==> config.mk <==
export PLATFORM = sky130hd
export DESIGN_NAME = gearbox_rx_sync
export DESIGN_NICKNAME = d
export VERILOG_FILES = /design/src/rtl/gearbox_rx_sync_pkg.sv /design/src/rtl/block_sync.sv /design/src/rtl/gearbox_rx_sync.sv
export SDC_FILE = /design/constraint.sdc
export NUM_CORES = 1
export LEC_CHECK = 0
export BUFFER_PORTS_ARGS = -buffer_cell sky130_fd_sc_hd__buf_4
export CAP_MARGIN = 10
export CELL_PAD_IN_SITES_DETAIL_PLACEMENT = 1
export CELL_PAD_IN_SITES_GLOBAL_PLACEMENT = 2
export CORE_ASPECT_RATIO = 1.5
export CORE_MARGIN = 3
export CORE_UTILIZATION = 35
export DETAILED_ROUTE_END_ITERATION = 16
export GPL_TIMING_DRIVEN = 1
export PLACE_DENSITY = 0.81
export SYNTH_ARGS = -nofsm -noshare
export SYNTH_HDL_FRONTEND = slang
export SYNTH_SLANG_ARGS = --single-unit
==> constraint.sdc <==
create_clock -name clk -period 10.5 [get_ports clk]
set_clock_uncertainty 0.15 [all_clocks]
set_input_delay 1.05 -clock clk [delete_from_list [all_inputs] [get_ports clk]]
set_output_delay 1.05 -clock clk [all_outputs]
set_load 0.01 [all_outputs]
==> src/rtl/gearbox_rx_sync_pkg.sv <==
// rtl/gearbox_rx_sync_pkg.sv - shared PCS constants, header encodings and block-sync state type
package gearbox_rx_sync_pkg;

  localparam int BLOCK_W = 66;

  localparam logic [1:0] SYNC_DATA = 2'b01;
  localparam logic [1:0] SYNC_CTRL = 2'b10;

  typedef enum logic {
    ST_HUNT   = 1'b0,
    ST_LOCKED = 1'b1
  } sync_state_e;

  // A sync header is legal only when its two bits differ.
  function automatic logic head_valid(input logic [1:0] head);
    return (head == SYNC_DATA) || (head == SYNC_CTRL);
  endfunction

endpackage

==> src/rtl/block_sync.sv <==
// rtl/block_sync.sv - HUNT/LOCKED block synchroniser with header run and bad-header window counters
module block_sync #(
  parameter int LOCK_N  = 64,
  parameter int WIN_N   = 64,
  parameter int INV_MAX = 16
) (
  input  logic clk,
  input  logic reset,
  input  logic clear,
  input  logic eval,
  input  logic head_ok,
  output logic locked,
  output logic slip
);
  import gearbox_rx_sync_pkg::*;

  localparam int RUN_W = $clog2(LOCK_N + 1);
  localparam int WIN_W = $clog2(WIN_N + 1);
  localparam int INV_W = $clog2(INV_MAX + 1);

  sync_state_e      state_q, state_d;
  logic [RUN_W-1:0] run_q, run_d;
  logic [WIN_W-1:0] win_q, win_d;
  logic [INV_W-1:0] inv_q, inv_d;

  // State and counter registers; loss of PMA lock behaves like a reset.
  always_ff @(posedge clk) begin
    if (reset || clear) begin
      state_q <= ST_HUNT;
      run_q   <= '0;
      win_q   <= '0;
      inv_q   <= '0;
    end else begin
      state_q <= state_d;
      run_q   <= run_d;
      win_q   <= win_d;
      inv_q   <= inv_d;
    end
  end

  // Next state: one header evaluated per eval; a slip is requested only by an
  // evaluation and is applied at that same edge, so two slips are always
  // separated by at least one further evaluated block.
  always_comb begin
    state_d = state_q;
    run_d   = run_q;
    win_d   = win_q;
    inv_d   = inv_q;
    slip    = 1'b0;
    if (eval) begin
      case (state_q)
        ST_HUNT: begin
          if (head_ok) begin
            if (run_q == RUN_W'(LOCK_N - 1)) begin
              state_d = ST_LOCKED;
              run_d   = '0;
              win_d   = '0;
              inv_d   = '0;
            end else begin
              run_d = run_q + RUN_W'(1);
            end
          end else begin
            run_d = '0;
            slip  = 1'b1;
          end
        end
        ST_LOCKED: begin
          if (!head_ok && (inv_q == INV_W'(INV_MAX - 1))) begin
            state_d = ST_HUNT;
            run_d   = '0;
            win_d   = '0;
            inv_d   = '0;
            slip    = 1'b1;
          end else if (win_q == WIN_W'(WIN_N - 1)) begin
            win_d = '0;
            inv_d = '0;
          end else begin
            win_d = win_q + WIN_W'(1);
            inv_d = inv_q + INV_W'(!head_ok);
          end
        end
        default: begin
          state_d = ST_HUNT;
        end
      endcase
    end
  end

  assign locked = (state_q == ST_LOCKED);

endmodule

==> src/rtl/gearbox_rx_sync.sv <==
// rtl/gearbox_rx_sync.sv - RX gearbox to 66-bit blocks with bit slip; GEARBOX_RX_SYNC_ERR_CNT_EN adds err_cnt_o
module gearbox_rx_sync #(
  parameter int DATA_W  = 64,
  parameter int HEAD_W  = 2,
  parameter int LOCK_N  = 64,
  parameter int WIN_N   = 64,
  parameter int INV_MAX = 16
) (
  input  logic              clk,
  input  logic              reset,
  input  logic              pma_lock_i,
  input  logic [DATA_W-1:0] data_i,
  output logic              valid_o,
  output logic [HEAD_W-1:0] head_o,
  output logic [63:0]       data_o,
  output logic              block_lock_o,
  output logic              slip_o
`ifdef GEARBOX_RX_SYNC_ERR_CNT_EN
  ,
  output logic [15:0]       err_cnt_o
`endif
);
  import gearbox_rx_sync_pkg::*;

  // Buffer holds the leftover of one block plus one input word; bit 0 is oldest.
  localparam int BUF_W = BLOCK_W + DATA_W - 1;
  localparam int CMB_W = BUF_W + DATA_W;
  localparam int CNT_W = $clog2(CMB_W + 1);

  logic [BUF_W-1:0]   sbuf_q;
  logic [CNT_W-1:0]   cnt_q;
  logic [BUF_W-1:0]   sbuf_next;
  logic [CNT_W-1:0]   cnt_next;
  logic [CNT_W-1:0]   drop;
  logic [BLOCK_W-1:0] blk;
  logic               take;
  logic               eval;
  logic               head_ok;
  logic               slip_req;

  // Append the new word above the buffered bits, then discard the extracted
  // block and, on a slip, the single oldest bit that follows it.
  always_comb begin
    take      = (cnt_q >= CNT_W'(BLOCK_W));
    blk       = sbuf_q[BLOCK_W-1:0];
    head_ok   = head_valid(blk[1:0]);
    eval      = pma_lock_i && take;
    drop      = (take ? CNT_W'(BLOCK_W) : '0) + (slip_req ? CNT_W'(1) : '0);
    sbuf_next = BUF_W'(({{DATA_W{1'b0}}, sbuf_q} | (CMB_W'(data_i) << cnt_q)) >> drop);
    cnt_next  = cnt_q + CNT_W'(DATA_W) - drop;
  end

  // Buffer, bit count and registered block outputs; head/data hold between blocks.
  always_ff @(posedge clk) begin
    if (reset) begin
      sbuf_q  <= '0;
      cnt_q   <= '0;
      valid_o <= 1'b0;
      head_o  <= '0;
      data_o  <= '0;
      slip_o  <= 1'b0;
    end else if (!pma_lock_i) begin
      sbuf_q  <= '0;
      cnt_q   <= '0;
      valid_o <= 1'b0;
      slip_o  <= 1'b0;
    end else begin
      sbuf_q  <= sbuf_next;
      cnt_q   <= cnt_next;
      valid_o <= take;
      slip_o  <= slip_req;
      if (take) begin
        head_o <= blk[HEAD_W-1:0];
        data_o <= blk[BLOCK_W-1:HEAD_W];
      end
    end
  end

  block_sync #(
    .LOCK_N  (LOCK_N),
    .WIN_N   (WIN_N),
    .INV_MAX (INV_MAX)
  ) u_block_sync (
    .clk     (clk),
    .reset   (reset),
    .clear   (!pma_lock_i),
    .eval    (eval),
    .head_ok (head_ok),
    .locked  (block_lock_o),
    .slip    (slip_req)
  );

`ifdef GEARBOX_RX_SYNC_ERR_CNT_EN
  // Saturating count of invalid headers since reset or last PMA lock loss.
  always_ff @(posedge clk) begin
    if (reset || !pma_lock_i) begin
      err_cnt_o <= '0;
    end else if (eval && !head_ok && (err_cnt_o != 16'hFFFF)) begin
      err_cnt_o <= err_cnt_o + 16'd1;
    end
  end
`endif

endmodule
==> run_results.csv, run 1 <==
group,metric,value,unit
sta,setup_viol,0,
floorplan,core,49920,µm²
sta,timing_worst_slew_pin_value,1.267,ns
routing,initialDrtViolationCount,1959,
placed_design,pre_cts_slack,5.343,ns
cts,cts_made_buffers,24,
final_layout,regArea,4522,µm²
floorplan,start_util,35.63,%
logic_synthesis,ys_types,92,
global_routing,grt_overflow_total,0,
routing,ant_nets,0,
sta,period_needed,5.302,ns
final_layout,diodes,0,
global_routing,gr-usage-met2,55.44,%
sta,max_freq,188.6,MHz
critical_path,required,10.74,ns
global_routing,grt_pass1_vias,19280,
cts,cts_root_buffer,"clkbuf_16",
logic_synthesis,ys_seq_area_share,25.32,%
logic_synthesis,yosys.area_share.simple,15.48,%
final_layout,nets,2196,
logic_synthesis,synthCells,2095,
final_layout,utilization,40.17,%
placed_design,placed_area,19240,µm²
critical_path,crit_arrival,5.54,ns
sta,tns,0,ns
critical_path,critPathMaxFanout,35,
sta,fin_ws,5.198,ns
logic_synthesis,async_reset_ff_share,0,%
hold_path,min-delay-path-class,"reg -> reg",
cts,cts_tree,"built",
logic_synthesis,synth-compound-area-share,28.03,%
floorplan,die_h,282.1,µm
logic_synthesis,syn_nets,2179,
global_routing,grt_pass1_wl,137000,µm
sta,timing.final.crit_share,50.50,%
final_layout,drive_gt1_share,21.47,%
routing,drc,0,
logic_synthesis,yosys_most_used_dff,"dfxtp_1",
logic_synthesis,synth.cell_area,17790,µm²
logic_synthesis,yosys.area.top_type_share,25.32,%
hold_path,min_from,"u_block_sync.win_q[6]",
logic_synthesis,muxShareOfSynthArea,23.92,%
critical_path,worst_r2r_path_depth,16,
pwr,p_per_area,316.6,nW/µm²
sta,slew_headroom,14.99,%
routing,routed_wl,94430,µm
pwr,power_leakage,7.191,nW
routing,wire_per_inst,33.82,µm
routing,drt_first_pass_iters,6,
hold_path,holdPathStages,2,
logic_synthesis,synth.area.top_cells,"dfxtp_1, mux4_2, nand2_1",
critical_path,path_class,"reg -> reg",
cts,path_clk_slew,0.06,ns
floorplan,die_w,190.1,µm
critical_path,worst_setup_path_start_kind,"flop",
logic_synthesis,synth_top_family_by_area,"compound AO/OA/AOI/OAI gates",
logic_synthesis,avgSynthCellArea,8.490,µm²
global_routing,grt_start_max_net_pins,71,
critical_path,critPathLaunch,"cnt_q[4]",
global_routing,grt-busiest-layer,"met2",
floorplan,boundaryPins,136,
sta,slew_violations,0,
global_routing,grt_usage,34.12,%
run_status,status,"completed",
cts,clock_latency,0.55,ns
final_layout,area_growth,12.73,%
sta,finalHoldViolCount,0,
placed_design,port_buffers,135,
placed_design,place.gp.congestion,1.044,
floorplan,rows,100,
global_routing,met1_usage,41.46,%
logic_synthesis,synth_edf_count,0,
final_layout,fillCellCount,5840,
pwr,total_power,6.348,mW
routing,route.vias.total,19320,
final_layout,multi_input_area,12430,µm²
global_routing,grtUsageMet3,5.033,%
cts,ctsHoldBuffers,0,
cts,cts_resized,0,
routing,via_per_inst,6.920,
critical_path,endpoint_kind,"flop",
critical_path,r2r-start,"cnt_q[4]",
floorplan,dieArea,53620,µm²
final_layout,final_area,20050,µm²
logic_synthesis,synth_largest_area_cell,"dfxtp_1",
global_routing,antenna_found_initial,1,
logic_synthesis,synth-xor-area-share,0.9356,%
run,maxCapViolations,0,
pwr,peakVddDrop,0.1226,mV
cts,cts_buffer_depth,3,
logic_synthesis,synth_seq_cells,225,
cts,clkSinkCount,225,
cts,post-cts-setup-buffers,0,
logic_synthesis,yosysWarnings,0,
logic_synthesis,synthAdderAreaFrac,1.238,%
cts,h-tree-depth,1,
placed_design,hpwlAfterDp,70320,µm
sta,rsz0062_at_grt,"false",
[routing by layer]
layer,vias to the layer above,share of wire (%)
met5,-,0
met4,0,9.0
met3,377,8.1
met2,1167,45
met1,9681,37
li1,8096,-
[per-stage QoR]
| stage | std cells | hold WS, ns |
|---|---|---|
| final | 2792 | 0.2847 |
| after global placement | 2749 | 0.2688 |
| after detailed placement | 2749 | 0.2810 |
| after floorplan | 2095 | 0.2624 |
| after CTS | 2792 | 0.2895 |
| after global routing | 2792 | 0.3208 |
[worst max-delay path, stage by stage (launching register included)]
cell      delay (ns)
dfxtp_2         0.81
clkinv_2        0.76
ha_1            0.49
o211a_1         0.19
nor2_4          0.15
nand2_2         0.07
inv_1           0.66
ha_1            0.28
inv_1           0.05
ha_1            0.23
fa_1            0.44
a21o_1          0.17
a21oi_1         0.21
o21bai_1        0.09
a21oi_1         0.19
xnor2_1         0.15
nor2_1          0.05
[logic make-up after synthesis]
group | Yosys count
compound gates | 727
simple gates | 621
mux | 271
flops | 225
buf+inv | 215
xor+xnor | 19
fa+ha+maj | 17
[cells in the final DEF (no fill, tap or decap), drive strengths merged, types with 8 or more instances in the layout]
master / Yosys / routed
dfxtp: 225 / 225
a22oi: 23 / 23
nand2b: 9 / 9
nand3: 29 / 29
nand2: 274 / 274
or2: 9 / 9
mux2: 81 / 81
a22o: 12 / 12
a2bb2oi: 9 / 9
o221ai: 19 / 19
o31ai: 8 / 8
a211o: 14 / 14
o2bb2ai: 16 / 16
ha: 16 / 16
o211ai: 20 / 20
and2: 28 / 28
o21ai: 115 / 115
o32ai: 29 / 29
o22ai: 63 / 63
mux2i: 76 / 76
nor2: 160 / 160
mux4: 114 / 114
xor2: 12 / 12
a21oi: 193 / 193
inv: 19 / 19
clkinv: 5 / 11
nor3: 46 / 46
clkbuf: 131 / 33
o21a: 13 / 13
and3: 19 / 19
buf: 60 / 182
a211oi: 34 / 34
a221o: 22 / 22
a221oi: 20 / 20
a31oi: 20 / 20
nand4: 11 / 11
a21o: 24 / 24
a32o: 13 / 13
[cell type report]
cell class	count	share of cell area, %
tap	663	4.137
sequential	225	22.55
timing repair buffer	182	6.814
multi-input combinational	1655	61.99
inverter	24	0.4555
clock inverter	10	0.5803
clock buffer	33	3.469
[flip-flops by register name, indices dropped and copies added (netlist names)]
signal               count
sbuf_q                 129
data_o                  64
cnt_q                    8
u_block_sync.run_q       7
u_block_sync.win_q       7
u_block_sync.inv_q       5
head_o                   2
slip_o                   1
u_block_sync.locked      1
valid_o                  1
[path summary, 6_finish.rpt]
| check | end | slack [ns] |
|---|---|---|
| max | cnt_q[7] | 5.20 |
| min | u_block_sync.win_q[6] | 0.28 |
| max reg2reg | cnt_q[7] | 5.20 |
| min reg2reg | u_block_sync.win_q[6] | 0.28 |
[synth_stat cells, types with 19 or more instances]
library cell	n
a211oi_1	33
a21o_1	24
a21oi_1	192
a221o_1	22
a22oi_1	22
a31oi_1	20
and2_1	27
and3_1	19
buf_1	27
buf_2	24
clkbuf_1	131
dfxtp_1	225
mux2_2	73
mux2i_1	75
mux4_2	113
nand2_1	274
nand3_1	29
nor2_1	160
nor3_1	46
o211ai_1	20
o21ai_0	93
o21ai_1	22
o221ai_1	19
o22ai_1	63
o32ai_1	29
[power breakdown]
part | leakage, nW | internal, mW | switching, mW
Combinational | 4.97 | 1.37 | 2.91
Sequential | 1.83 | 0.980 | 0.182
Clock | 0.395 | 0.515 | 0.399
Note: power is estimated with default switching activity, not from simulation.
==> inputs of run 2 (changes only) <==
--- a/config.mk
+++ b/config.mk
@@ -5,16 +5,17 @@
 export SDC_FILE = /design/constraint.sdc
 export NUM_CORES = 1
 export LEC_CHECK = 0
+export ABC_AREA = 1
 export BUFFER_PORTS_ARGS = -buffer_cell sky130_fd_sc_hd__buf_4
 export CAP_MARGIN = 10
 export CELL_PAD_IN_SITES_DETAIL_PLACEMENT = 1
 export CELL_PAD_IN_SITES_GLOBAL_PLACEMENT = 2
 export CORE_ASPECT_RATIO = 1.5
 export CORE_MARGIN = 3
-export CORE_UTILIZATION = 35
+export CORE_UTILIZATION = 29
 export DETAILED_ROUTE_END_ITERATION = 16
 export GPL_TIMING_DRIVEN = 1
-export PLACE_DENSITY = 0.81
+export PLACE_DENSITY = 0.82
 export SYNTH_ARGS = -nofsm -noshare
 export SYNTH_HDL_FRONTEND = slang
 export SYNTH_SLANG_ARGS = --single-unit
==> constraint.sdc (replaced) <==
create_clock -name clk -period 4.7 [get_ports clk]
set_clock_uncertainty 0.15 [all_clocks]
set_input_delay 0.47 -clock clk [delete_from_list [all_inputs] [get_ports clk]]
set_output_delay 0.47 -clock clk [all_outputs]
set_load 0.01 [all_outputs]
==> run 2 against run 1 <==
Against the previous run: critical path depth decreased by 3; flip-flop and latch count is the same; sequential power grew 140%; first-iteration DRC count is 16% lower; total power grew to 2.6 times the previous value; worst hold slack worse by 0.046 ns; cell count increased by 29%; critical endpoint is now sbuf_q[126].
==> run_results.csv, run 2 <==
group,metric,value,unit
final_layout,area_growth,13.78,%
floorplan,start_util,29.48,%
floorplan,boundaryPins,136,
logic_synthesis,yosys_most_used_dff,"dfxtp_1",
logic_synthesis,ys_top_cells_by_count,"nand3_1, nand2_1, dfxtp_1",
sta,period_needed,3.566,ns
run_status,status,"completed",
final_layout,layout.cells.non_filler,3605,
final_layout,nets,2907,
hold_path,min-delay-path-class,"in -> reg",
logic_synthesis,synth.area.top_cells,"nand3_1, dfxtp_1, nand2_1",
critical_path,r2r_setup_slack,1.13,ns
routing,drc,0,
routing,drt_first_pass_iters,5,
logic_synthesis,avgSynthCellArea,5.919,µm²
critical_path,path_class,"reg -> reg",
logic_synthesis,yosys.area_share.simple,53.21,%
sta,timing.final.crit_share,75.86,%
logic_synthesis,synth_largest_area_cell,"nand3_1",
placed_design,dp_cells,3559,
sta,finalHoldViolCount,0,
logic_synthesis,async_reset_ff_share,0,%
logic_synthesis,synth_edf_count,0,
cts,clock_latency,0.55,ns
sta,slew_violations,0,
logic_synthesis,ys_seq_area_share,26.79,%
cts,h-tree-depth,1,
placed_design,hpwlAfterDp,71280,µm
critical_path,required,5.02,ns
global_routing,antenna_found_initial,0,
hold_path,min_from,"pma_lock_i",
cts,cts_buffer_depth,3,
logic_synthesis,synthCells,2841,
final_layout,final_cell_mix,"nand3_1, nand2_1, dfxtp_1",
cts,cts_tree,"built",
floorplan,die_h,300.9,µm
sta,tns,0,ns
run,maxCapViolations,0,
final_layout,drive_gt1_share,9.011,%
routing,routed_wl,91800,µm
routing,routed.top_layer,"met4",
pwr,peakVddDrop,0.2956,mV
final_layout,largest_register_ffs,129,
routing,route.vias.total,21110,
critical_path,r2r-start,"cnt_q[3]",
critical_path,crit_arrival,3.89,ns
logic_synthesis,synth_most_common_cell,"nand3_1",
routing,via_per_inst,5.854,
logic_synthesis,synth-xor-area-share,0.4167,%
sta,rsz0062_at_grt,"false",
cts,cts_resized,0,
placed_design,port_buffers,135,
cts,cts_made_buffers,25,
cts,ctsHoldBuffers,0,
routing,met2_length,42870,µm
floorplan,dieArea,60970,µm²
critical_path,endpoint_kind,"flop",
sta,setup_viol,0,
global_routing,grt_pass1_vias,21100,
floorplan,core,57030,µm²
final_layout,final_common_cell,"nand3_1",
critical_path,worst_setup_path_start_kind,"flop",
logic_synthesis,syn_nets,2925,
sta,fin_hold_ws,0.2390,ns
logic_synthesis,synth_top_family_by_area,"simple AND/OR/NAND/NOR gates",
global_routing,grt_overflow_total,0,
logic_synthesis,synth-compound-area-share,9.100,%
routing,wl_met3,4425,µm
logic_synthesis,synth_seq_cells,225,
global_routing,grt_usage,29.20,%
logic_synthesis,yosys.area.top_type_share,34.91,%
pwr,total_power,16.19,mW
routing,initialDrtViolationCount,1651,
critical_path,critPathLaunch,"cnt_q[3]",
final_layout,utilization,33.55,%
cts,post-cts-setup-buffers,0,
floorplan,die_w,202.6,µm
logic_synthesis,ys_types,33,
cts,clkSinkCount,225,
pwr,p_per_area,846.3,nW/µm²
logic_synthesis,synth.cell_area,16810,µm²
routing,drt-met1-wl,36980,µm
sta,slew_headroom,34.68,%
routing,ant_nets,0,
pwr,power_leakage,8.220,nW
cts,path_clk_slew,0.07,ns
sta,max_freq,280.5,MHz
final_layout,top_register,"sbuf_q",
routing,wire_per_inst,25.46,µm
sta,timing_worst_slew_pin_value,0.9798,ns
critical_path,critPathMaxFanout,128,
logic_synthesis,yosysWarnings,0,
logic_synthesis,synthAdderAreaFrac,1.310,%
floorplan,rows,107,
placed_design,place.gp.congestion,1.045,
logic_synthesis,muxShareOfSynthArea,0,%
cts,cts_root_buffer,"clkbuf_16",
global_routing,grt_start_max_net_pins,129,
global_routing,grt_pass1_wl,136400,µm
final_layout,top_regs,"sbuf_q (129), data_o (64), cnt_q (8)",
==> run 2: power by group <==
group          leakage (nW)  internal (mW)  switching (mW)
sequential             1.84           2.52           0.266
combinational          5.98           2.85            8.50
clock                 0.403           1.16           0.896
total                  8.22           6.53            9.67
==> run 2: worst max-delay path, cell delays in order, from the launching register on <==
cell and delay, ns:
dfxtp_2 0.51, inv_2 0.10, ha_1 0.21, nand2_1 0.08, nand3_1 0.11, nand2_4 0.19
nand2_4 0.17, nor2_4 0.18, buf_12 0.36, inv_2 0.41, buf_4 0.39, nand3_1 0.16
nand3_1 0.08, o21ai_1 0.11
==> run 2: cell type report <==
cell class	count	area, µm²
Tap cell	763	954.7
Clock inverter	14	138.9
Fill cell	7548	37900
Antenna cell	1	2.502
Timing Repair Buffer	180	1426
Sequential cell	225	4516
Inverter	163	614.3
Clock buffer	31	689.4
Multi-Input combinational cell	2228	10790
==> run 2: path summary, 6_finish.rpt <==
path | endpoint | cells past startpoint
worst min-delay path | u_block_sync.locked | 4
worst max register to register | sbuf_q[126] | 13
worst min register to register | data_o[57] | 2
worst max-delay path | sbuf_q[126] | 13
==> run 2: cells by family (layout without fill, tap and decap cells) <==
group | Yosys count | count (layout)
other cells | 0 | 1
compound gates | 280 | 280
simple gates | 1923 | 1923
fa+ha+maj | 17 | 17
xor+xnor | 8 | 8
flops | 225 | 225
buf+inv | 388 | 388
==> run 2: layer usage <==
metal  vias to the layer above  track usage [%]
met5                         -                0
met4                         0            19.83
met3                       195            3.201
met2                       629            48.93
met1                     10450            35.10
li1                       9832                -
==> run 2: per-stage QoR <==
stage               instance area (µm²)  worst slack (ns)
floorplan                         16810            0.6676
global placement                  18300             1.236
detailed placement                18300             1.190
CTS                               19130             1.161
global route                      19130            0.8743
finish                            19130             1.134
